===== config.mk =====
export PLATFORM = sky130hd
export DESIGN_NAME = lives_controller
export DESIGN_NICKNAME = d
export VERILOG_FILES = /design/src/rtl/lives_controller.sv
export SDC_FILE = /design/constraint.sdc
export NUM_CORES = 1
export LEC_CHECK = 0
export BUFFER_PORTS_ARGS = -buffer_cell sky130_fd_sc_hd__buf_2
export CORE_MARGIN = 2
export CORE_UTILIZATION = 45
export DETAILED_ROUTE_END_ITERATION = 10
export GPL_ROUTABILITY_DRIVEN = 1
export PLACE_DENSITY = 0.64
export REMOVE_ABC_BUFFERS = 1
export SLEW_MARGIN = 0
export SYNTH_ARGS = -nofsm -noshare
export SYNTH_HDL_FRONTEND = slang
export SYNTH_SLANG_ARGS = --single-unit

===== constraint.sdc =====
create_clock -name Clk -period 1.9 [get_ports Clk]
set_input_delay 0.38 -clock Clk [delete_from_list [all_inputs] [get_ports Clk]]
set_output_delay 0.38 -clock Clk [all_outputs]
set_load 0.01 [all_outputs]

===== src/rtl/lives_controller.sv =====
// rtl/lives_controller.sv - player lives, death animation and respawn invulnerability FSM (optional blink: INVULN_BLINK_EN)
module lives_controller #(
  parameter int LIVES_INIT    = 3,
  parameter int DYING_FRAMES  = 60,
  parameter int INVULN_FRAMES = 120
) (
  input  logic       Clk,
  input  logic       Reset,
  input  logic       frame_tick,
  input  logic [1:0] gameState,
  input  logic       hit,
  output logic [2:0] lives,
  output logic       playerDead,
  output logic       player_active,
  output logic       invuln,
  output logic       player_visible
);

  typedef enum logic [2:0] {
    IDLE   = 3'd0,
    ALIVE  = 3'd1,
    DYING  = 3'd2,
    INVULN = 3'd3,
    OUT    = 3'd4
  } state_t;

  localparam logic [1:0] GS_PLAY     = 2'b01;
  localparam logic [7:0] DYING_LAST  = 8'(DYING_FRAMES - 1);
  localparam logic [7:0] INVULN_LAST = 8'(INVULN_FRAMES - 1);
  localparam logic [2:0] LIVES_LOAD  = 3'(LIVES_INIT);

  state_t     state;
  state_t     state_nxt;
  logic [7:0] count;
  logic [7:0] count_nxt;
  logic [2:0] lives_nxt;
  logic       invuln_vis;

  // Visibility while invulnerable: blink on bit 2 of the frame count, or steady on
`ifdef INVULN_BLINK_EN
  assign invuln_vis = ~count_nxt[2];
`else
  assign invuln_vis = 1'b1;
`endif

  // Next-state logic; leaving Play overrides everything, including a same-cycle hit
  always_comb begin
    state_nxt = state;
    count_nxt = count;
    lives_nxt = lives;
    if (gameState != GS_PLAY) begin
      state_nxt = IDLE;
      count_nxt = '0;
    end else begin
      case (state)
        IDLE: begin
          lives_nxt = LIVES_LOAD;
          state_nxt = INVULN;
          count_nxt = '0;
        end
        ALIVE: begin
          // The counter is idle in ALIVE, so a tick coinciding with a hit is never counted
          count_nxt = '0;
          if (hit) begin
            state_nxt = DYING;
            lives_nxt = (lives != 3'd0) ? lives - 3'd1 : 3'd0;
          end
        end
        DYING: begin
          if (frame_tick) begin
            if (count == DYING_LAST) begin
              count_nxt = '0;
              state_nxt = (lives == 3'd0) ? OUT : INVULN;
            end else begin
              count_nxt = count + 8'd1;
            end
          end
        end
        INVULN: begin
          if (frame_tick) begin
            if (count == INVULN_LAST) begin
              count_nxt = '0;
              state_nxt = ALIVE;
            end else begin
              count_nxt = count + 8'd1;
            end
          end
        end
        OUT: begin
          count_nxt = '0;
        end
        default: begin
          state_nxt = IDLE;
          count_nxt = '0;
        end
      endcase
    end
  end

  // State, counter, lives and all outputs registered together so they change on the same edge
  always_ff @(posedge Clk or posedge Reset) begin
    if (Reset) begin
      state          <= IDLE;
      count          <= '0;
      lives          <= '0;
      playerDead     <= 1'b0;
      player_active  <= 1'b0;
      invuln         <= 1'b0;
      player_visible <= 1'b0;
    end else begin
      state          <= state_nxt;
      count          <= count_nxt;
      lives          <= lives_nxt;
      playerDead     <= (state_nxt == OUT);
      player_active  <= (state_nxt == ALIVE) || (state_nxt == INVULN);
      invuln         <= (state_nxt == INVULN);
      player_visible <= (state_nxt == ALIVE) || ((state_nxt == INVULN) && invuln_vis);
    end
  end

endmodule


# After elaboration in Yosys (flattened, before gate mapping)

Index checks and enable logic that the tools add are counted.

Register bits after elaboration: 17
Bits of input ports: 6

$add $sub $neg: 2
Eq/ne operators: 13
Muxes and demuxes: 17
Bitwise gates (word level): 1
Reduce and logical (&&, ||, !) cells: 7

Operators by type and width:

| kind                | number |
|---|---|
| $mux 8              | 5 |
| $mux 3              | 9 |
| $pmux 8 s2          | 1 |
| $pmux 3 s5          | 1 |
| $eq 3x2->1 const B  | 3 |
| $add 8x1->8 const B | 1 |
| $eq 8x6->1 const B  | 1 |
| $eq 8x7->1 const B  | 1 |
| $eq 3x1->1 const B  | 2 |
| $eq 3x3->1 const B  | 2 |
| $logic_not 3->1     | 2 |
| $ne 3x3->1 const B  | 2 |
| $pmux 3 s2          | 1 |
| $reduce_and 3->1    | 1 |
| $reduce_bool 3->1   | 1 |
| $sub 3x1->3 const B | 1 |
| $ne 2x1->1 const B  | 1 |
| $ne 2x2->1 const B  | 1 |
| $reduce_and 2->1    | 1 |
| $reduce_bool 2->1   | 1 |
| $logic_or 1x1->1    | 1 |
| $not 1->1           | 1 |

# Longest topological paths before layout

Gate-level depths: netlist (run 1).

Depth after elaboration: 8
Gate-level depth with buffers: 5
Gate-level depth less buffers: 5

# Least setup slack after synthesis (run 1)

No wires, ideal clock.

Path type: register to register
Start: register count[0]
End: register invuln
Setup time: 0.111 ns
Arrival time: 1.543 ns
Setup slack: 0.245 ns
Stages on the path, launching flop included: 6
Buffers on the path: 0
Cells stage by stage: dfrtp_1 > ha_1 > and4bb_4 > mux2i_4 > o32ai_1 > a2111oi_2

Longest elaborated chain between the ends: 6
Elaborated cells between the ends (all ways): 9
Classes of those cells: eq/ne (3); mux (6)

RTL lines:

| what                                     | line   | source |
|---|---|---|
| start, declared                          | 34     | `logic [7:0] count;` |
| start signal, assigned                   | 112    | `count <= count_nxt;` |
| $eq 8x7->1 or $eq 8x6->1 (tied branches) | 81, 71 |  |
| $mux 3, on equally long branches         | 81, 71 |  |
| $mux 3, on equally long branches         | 80, 70 |  |
| $pmux 3 s5 (*)                           | 55     | `case (state)` |
| $mux 3 (*)                               | 51     | `if (gameState != GS_PLAY) begin` |
| $eq 3x2->1 (*)                           | 116    | `invuln <= (state_nxt == INVULN);` |
| end signal, assigned                     | 116    |  |
| end, declared                            | 15     | `output logic invuln,` |

Every way passes the cells marked *; elsewhere a longest branch is shown, timed or not.
A chain may end at the register's enable or synchronous reset.

# Worst setup path after layout (run 1)

Start: register count[0]
End: register state[2]

Longest elaborated chain between the ends: 5
Elaborated cells between the ends (all ways): 8
Classes of those cells: eq/ne (2); mux (6)

RTL lines:

| what                                     | line   | source |
|---|---|---|
| $eq 8x7->1 or $eq 8x6->1 (tied branches) | 81, 71 |  |
| $mux 3, on equally long branches         | 81, 71 |  |
| $mux 3, on equally long branches         | 80, 70 |  |
| $pmux 3 s5 (*)                           | 55     |  |
| $mux 3 (*)                               | 51     |  |
| via state_nxt[2]                         | 33     | `state_t state_nxt;` |
| end signal, assigned                     | 111    | `state <= state_nxt;` |
| end, declared                            | 32     | `state_t state;` |

The timed path passes the listed nets; every way through them passes the cells marked *.

==> out/results.ini, run 1 <==
[outcome]
status = completed

[routing]
num_vias = 863
ant_nets = 0
via_per_inst = 5.715
drc = 0
drtIter0Drc = 12
wl_per_cell_um = 14.12
dr.pass1.iters = 4
routed_wl_mm = 2.132

[cts]
cts_tree = yes
clk_pin_slew_worst_paths_ps = 100
numCtsBuffers = 3
clkLatencyLatePin_ps = 300
post_cts_buffers = 0
clock-sinks = 17
cts_resized = 0
h-tree-depth = 1
clock_path_buffers = 2
root_buffer = clkbuf_4
hold_buffers = 0

[grt]
grt_busiest_layer = met2
groute.usage.overall_pct = 19.96
grt_pass1_wl_mm = 3.843
grt_max_degree = 18
gr-usage-met2_pct = 29.70
use_met3_pct = 3.736
overflow = 0
antenna_found_initial = 0
grt_pass1_vias = 849
met1_usage_pct = 26.94

[timing]
fin_skew_ps = 4.680
hold_violations = 0
fin_crit_ps = 1745
maxSlewHeadroom_pct = 57.37
finalSetupViolCount = 0
max_freq_mhz = 573.0
fin_setup_tns_ps = 0
worst_pin_slew_ps = 638.7
min_period_over_period_pct = 91.86
drv_slew = 0
grt_setup_unrepaired = false

[setup_path]
cp_top_family = simple AND/OR/NAND/NOR gates
cp-end-kind = flop
cp.arrival_ps = 1970
path_cells = ha_1, and4bb_4, and4bb_1, or3b_1, a21oi_1
crit_slowest_cell = dfrtp_2
crit_buf_inv = 0
critPathKind = flop to flop
worst_setup_path_start_kind = flop
cp_max_fo = 7
max_stage_delay_ps = 430
critical_path_required_ps = 2130

[layout]
multi_input_area_um2 = 564.3
fin_nets = 132
num_antenna_cells = 0
n_fill_cell = 215
final_cell_mix = dfrtp_1, nand2_1, buf_2, nor2_1, o211ai_1
seq_area_um2 = 427.9
final_layout_size_suffix_gt1_share_pct = 26.02
final_common_cell = dfrtp_1
area_growth_pct = 14.72

[floorplanning]
die_w_um = 51.61
io_pins = 13
initial_core_util_pct = 47.00
fp-row-count = 17
core_um2 = 2170
fp.dieH_um = 51.61
die-area_um2 = 2663

[pwr]
internal_power_uw = 489.4
ir_worst_vdd_uv = 476.7
p_sw_uw = 179.1
swShare_pct = 26.79
powerDensity_nw_per_um2 = 571.4
p_leak_uw = 0.0004891
total_power_uw = 668.4
pwr-share-comb_pct = 11.4
p_clk_share_pct = 29.7
power_frac_seq_pct = 58.8

[logic_synthesis]
synth_cells = 104
synth-seq-cells = 17
yosysSeqAreaShare_pct = 41.72
synth_warnings = 0
syn_area_um2 = 1020
ys_async_sr_fraction_pct = 100.0
yosysUniqueCellTypes = 41
avgSynthCellArea_um2 = 9.805
synth_edf_count = 0
synth_flop_cell = dfrtp_1

[placed_design]
dp_hpwl_mm = 1.544
port_buffers = 12
gp_congestion = 0.8178

[job]
drv_cap = 0

[worst_hold_path]
hp-class = input pin to asynchronous set/reset pin

==> path summary, 6_finish.rpt <==
kind / startpoint / end / slack [ps] / cells past startpoint
max in group asynchronous: Reset / count[0] / 1300 / 2
setup reg to reg: count[0] / state[2] / 150 / 5
hold / removal: Reset / lives[1] / 140 / 2
hold reg to reg: count[7] / count[7] / 500 / 1
min in group Clk: frame_tick / count[1] / 410 / 3
setup / recovery: count[0] / state[2] / 150 / 5
==> metrics by stage <==
step                area, µm²  utilization [%]  cells  worst slack, ps  hold slack [ps]
CTS                      1167            53.81    151            97.68            166.5
detailed placement       1141            52.60    147            136.2            480.6
finish                   1170            53.92    151            154.7            144.0
global route             1170            53.92    151            8.169            218.7
global placement         1141            52.60    147            187.5            479.9
floorplan                1008                -    102            245.3            306.1
==> cell usage after synthesis, types with 2 or more instances <==
library cell  number  area share, %
nand3_1            3            1.5
or3b_1             2            1.7
ha_1               2            2.5
o21ai_0            2           0.98
o211ai_1           6            4.4
nand2b_1           5            3.1
o2111ai_1          2            1.7
nor3_1             2           0.98
a21oi_1            5            2.5
inv_1              5            1.8
o21ai_1            3            1.5
dfrtp_1           17             42
nand2_1           14            5.2
nor2_1             8            2.9
a2111oi_2          2            2.9
==> sequential cells by signal, indices dropped and copies added (netlist names) <==
register / cells
playerDead: 1
player_visible: 1
state: 3
invuln: 1
lives: 3
count: 8
==> power by group through the flow <==
stage               combinational [µW]  sequential, µW  clock (µW)
global placement                  76.5             399           0
CTS                               77.1             393         208
detailed placement                76.7             400           0
floorplan                         42.7             402           0
finish                            76.3             393         199
global route                      84.9             396         230
==> area by class of cell <==
cell class	instances	area share [%]
multi-input combinational	80	48.24
sequential	17	36.58
timing repair buffer	17	8.342
tap	28	2.995
clock buffer	4	2.246
inverter	5	1.604
==> routing by layer <==
layer / vias up / part of all wire (%)
met5: - / 0
met4: 0 / 2.2
met3: 5 / 3.4
met2: 24 / 43
met1: 402 / 51
li1: 432 / -
==> cells by family (layout without fill, tap and decap cells) <==
kind of cell	count (synthesis)	after routing	share of synthesized area, %
adders and majority gates	2	2	2.454
and+or+nand+nor	47	47	27.98
buffers and inverters	7	26	2.945
muxes	2	2	3.190
DFF	17	17	41.72
AOI/OAI and AO/OA	29	29	21.72
No activity file was read; power rests on OpenSTA's default activity.
==> run 2, diff against run 1 <==
==> constraint.sdc (replaced) <==
create_clock -name Clk -period 2 [get_ports Clk]
set_input_delay 0.4 -clock Clk [delete_from_list [all_inputs] [get_ports Clk]]
set_output_delay 0.4 -clock Clk [all_outputs]
set_load 0.01 [all_outputs]
==> out/results.ini, run 2 (synthesis results as in run 1) <==
[layout]
n_fill_cell = 213  ; -0.93%
largest_reg_flops = 8  ; unchanged
finish.utilization_pct = 52.65  ; -1.3 points
top_register = count
final_cell_mix = dfrtp_1, nand2_1, buf_2, nor2_1, o211ai_1
reg_top3 = count x8, lives x3, state x3
seq_area_um2 = 426.7  ; -0.29%
final_common_cell = dfrtp_1
num_antenna_cells = 0  ; unchanged
fin_nets = 128  ; -3.0%
final_cells = 147  ; -2.6%
area_growth_pct = 12.02
final_area_um2 = 1142  ; -2.4%
final_layout_size_suffix_gt1_share_pct = 23.53  ; -2.5 points
multi_input_area_um2 = 568.0  ; +0.67%

[setup_path]
cp_max_fo = 8  ; +1
cp.arrival_ps = 2030  ; +60 ps
critPathLaunch = count[0]
critical_path_required_ps = 2170  ; +40 ps
reg2reg_depth = 5  ; unchanged
cp-end-kind = flop
critPathKind = flop to flop
worst_setup_path_start_kind = flop
r2r-start = count[0]

[timing]
min_period_over_period_pct = 92.87  ; +1.0 points
grt_setup_unrepaired = false
fin_ws_ps = 142.7  ; -12.03 ps
finalSetupViolCount = 0  ; unchanged
worst_pin_slew_ps = 662.2  ; +23.48 ps
fin_skew_ps = 3.970  ; -0.7097 ps
max_freq_mhz = 538.4  ; -6.0%
fin_crit_ps = 1857  ; +112.0 ps
hold_violations = 0  ; unchanged
drv_slew = 0  ; unchanged
maxSlewHeadroom_pct = 55.81  ; -1.6 points
fin_setup_tns_ps = 0  ; unchanged

[routing]
drc = 0  ; unchanged
dr.pass1.iters = 4  ; unchanged
num_vias = 839  ; -2.8%
ant_nets = 0  ; unchanged
routed_wl_mm = 2.106  ; -1.2%
via_per_inst = 5.707  ; -0.14%
drtIter0Drc = 16  ; +4
wl_per_cell_um = 14.33  ; +1.5%

[grt]
antenna_found_initial = 0  ; unchanged
grt_pass1_vias = 788  ; -7.2%
overflow = 0  ; unchanged
grt_max_degree = 18  ; unchanged
grt_pass1_wl_mm = 3.684  ; -4.1%
groute.usage.overall_pct = 18.82  ; -1.1 points

[cts]
clk_pin_slew_worst_paths_ps = 90  ; about the same
clkLatencyLatePin_ps = 280  ; -20 ps
clock_path_buffers = 2  ; unchanged
h-tree-depth = 1  ; unchanged
clock-sinks = 17  ; unchanged
hold_buffers = 0  ; unchanged
numCtsBuffers = 3  ; unchanged
cts_tree = yes
root_buffer = clkbuf_4

[pwr]
ir_worst_vdd_uv = 362.3  ; -24%
powerDensity_nw_per_um2 = 545.5  ; -4.5%
p_leak_uw = 0.0004722  ; -3.5%

[placed_design]
dp_hpwl_mm = 1.586  ; +2.7%
post-place-ws_ps = 165.4  ; +29.24 ps
placed_area_um2 = 1111  ; -2.6%
gp_congestion = 0.8049  ; -1.6%
dp.cells = 143  ; -2.7%
port_buffers = 12  ; unchanged

[floorplanning]
io_pins = 13  ; unchanged
core_um2 = 2170  ; unchanged
fp.dieH_um = 51.61  ; unchanged
die_w_um = 51.61  ; unchanged
fp-row-count = 17  ; unchanged
initial_core_util_pct = 47.00  ; unchanged
die-area_um2 = 2663  ; unchanged

[job]
drv_cap = 0  ; unchanged

[outcome]
status = completed

[worst_hold_path]
hp-class = input pin to asynchronous set/reset pin

## run 2: changes by cell type in the layout (fill, tap and decap cells not counted), sizes merged
| cell | before | now |
|---|---|---|
| buf | 17 | 13 |
## run 2: power by group
part	switching [µW]	internal, µW	leakage [µW]
registers	17.8	355	0.000224
logic	40.8	32.0	0.000234
clock network	100	77.4	0.0000150
total	159	465	0.000472
## run 2: worst max-delay path, stage by stage, from the launching register on
cell	delay [ps]
dfrtp_2	460
ha_1	230
and4b_1	230
mux2i_4	270
o32ai_1	190
a2111oi_2	380
## run 2: through the flow
stage                     hold slack [ps]  total power [µW]
after floorplan                     326.1             422.1
after global placement              481.6             451.5
after detailed placement            516.9             452.7
after CTS                           209.2             636.4
after global routing                244.8             660.0
final                               195.1             623.1
## run 2: repair_timing
action	CTS	global route
endpoints found under the setup margin	0	1
setup buffers	0	0
resized for setup	0	2
## run 2: per-layer routing
metal	vias to the layer above	part of all wire [%]	GRT usage (%)	wire, µm
met5	-	0	0	0
met4	0	0.52	7.895	11
met3	2	2.2	3.736	47
met2	9	52	31.20	1102
met1	411	45	23.89	944
li1	417	-	-	-
## run 2: area by class of cell
type	count	share of cell area, %
Clock buffer	4	2.300
Timing Repair Buffer	13	5.915
Multi-Input combinational cell	80	49.73
Sequential cell	17	37.35
Tap cell	28	3.067
Inverter	5	1.643
## run 2: worst paths after layout
path / endpoint / slack [ps]
max reg2reg: invuln / 140
min reg2reg: count[7] / 530
max in group asynchronous: count[0] / 1350
min: count[7] / 200
min in group Clk: count[1] / 440
max: invuln / 140
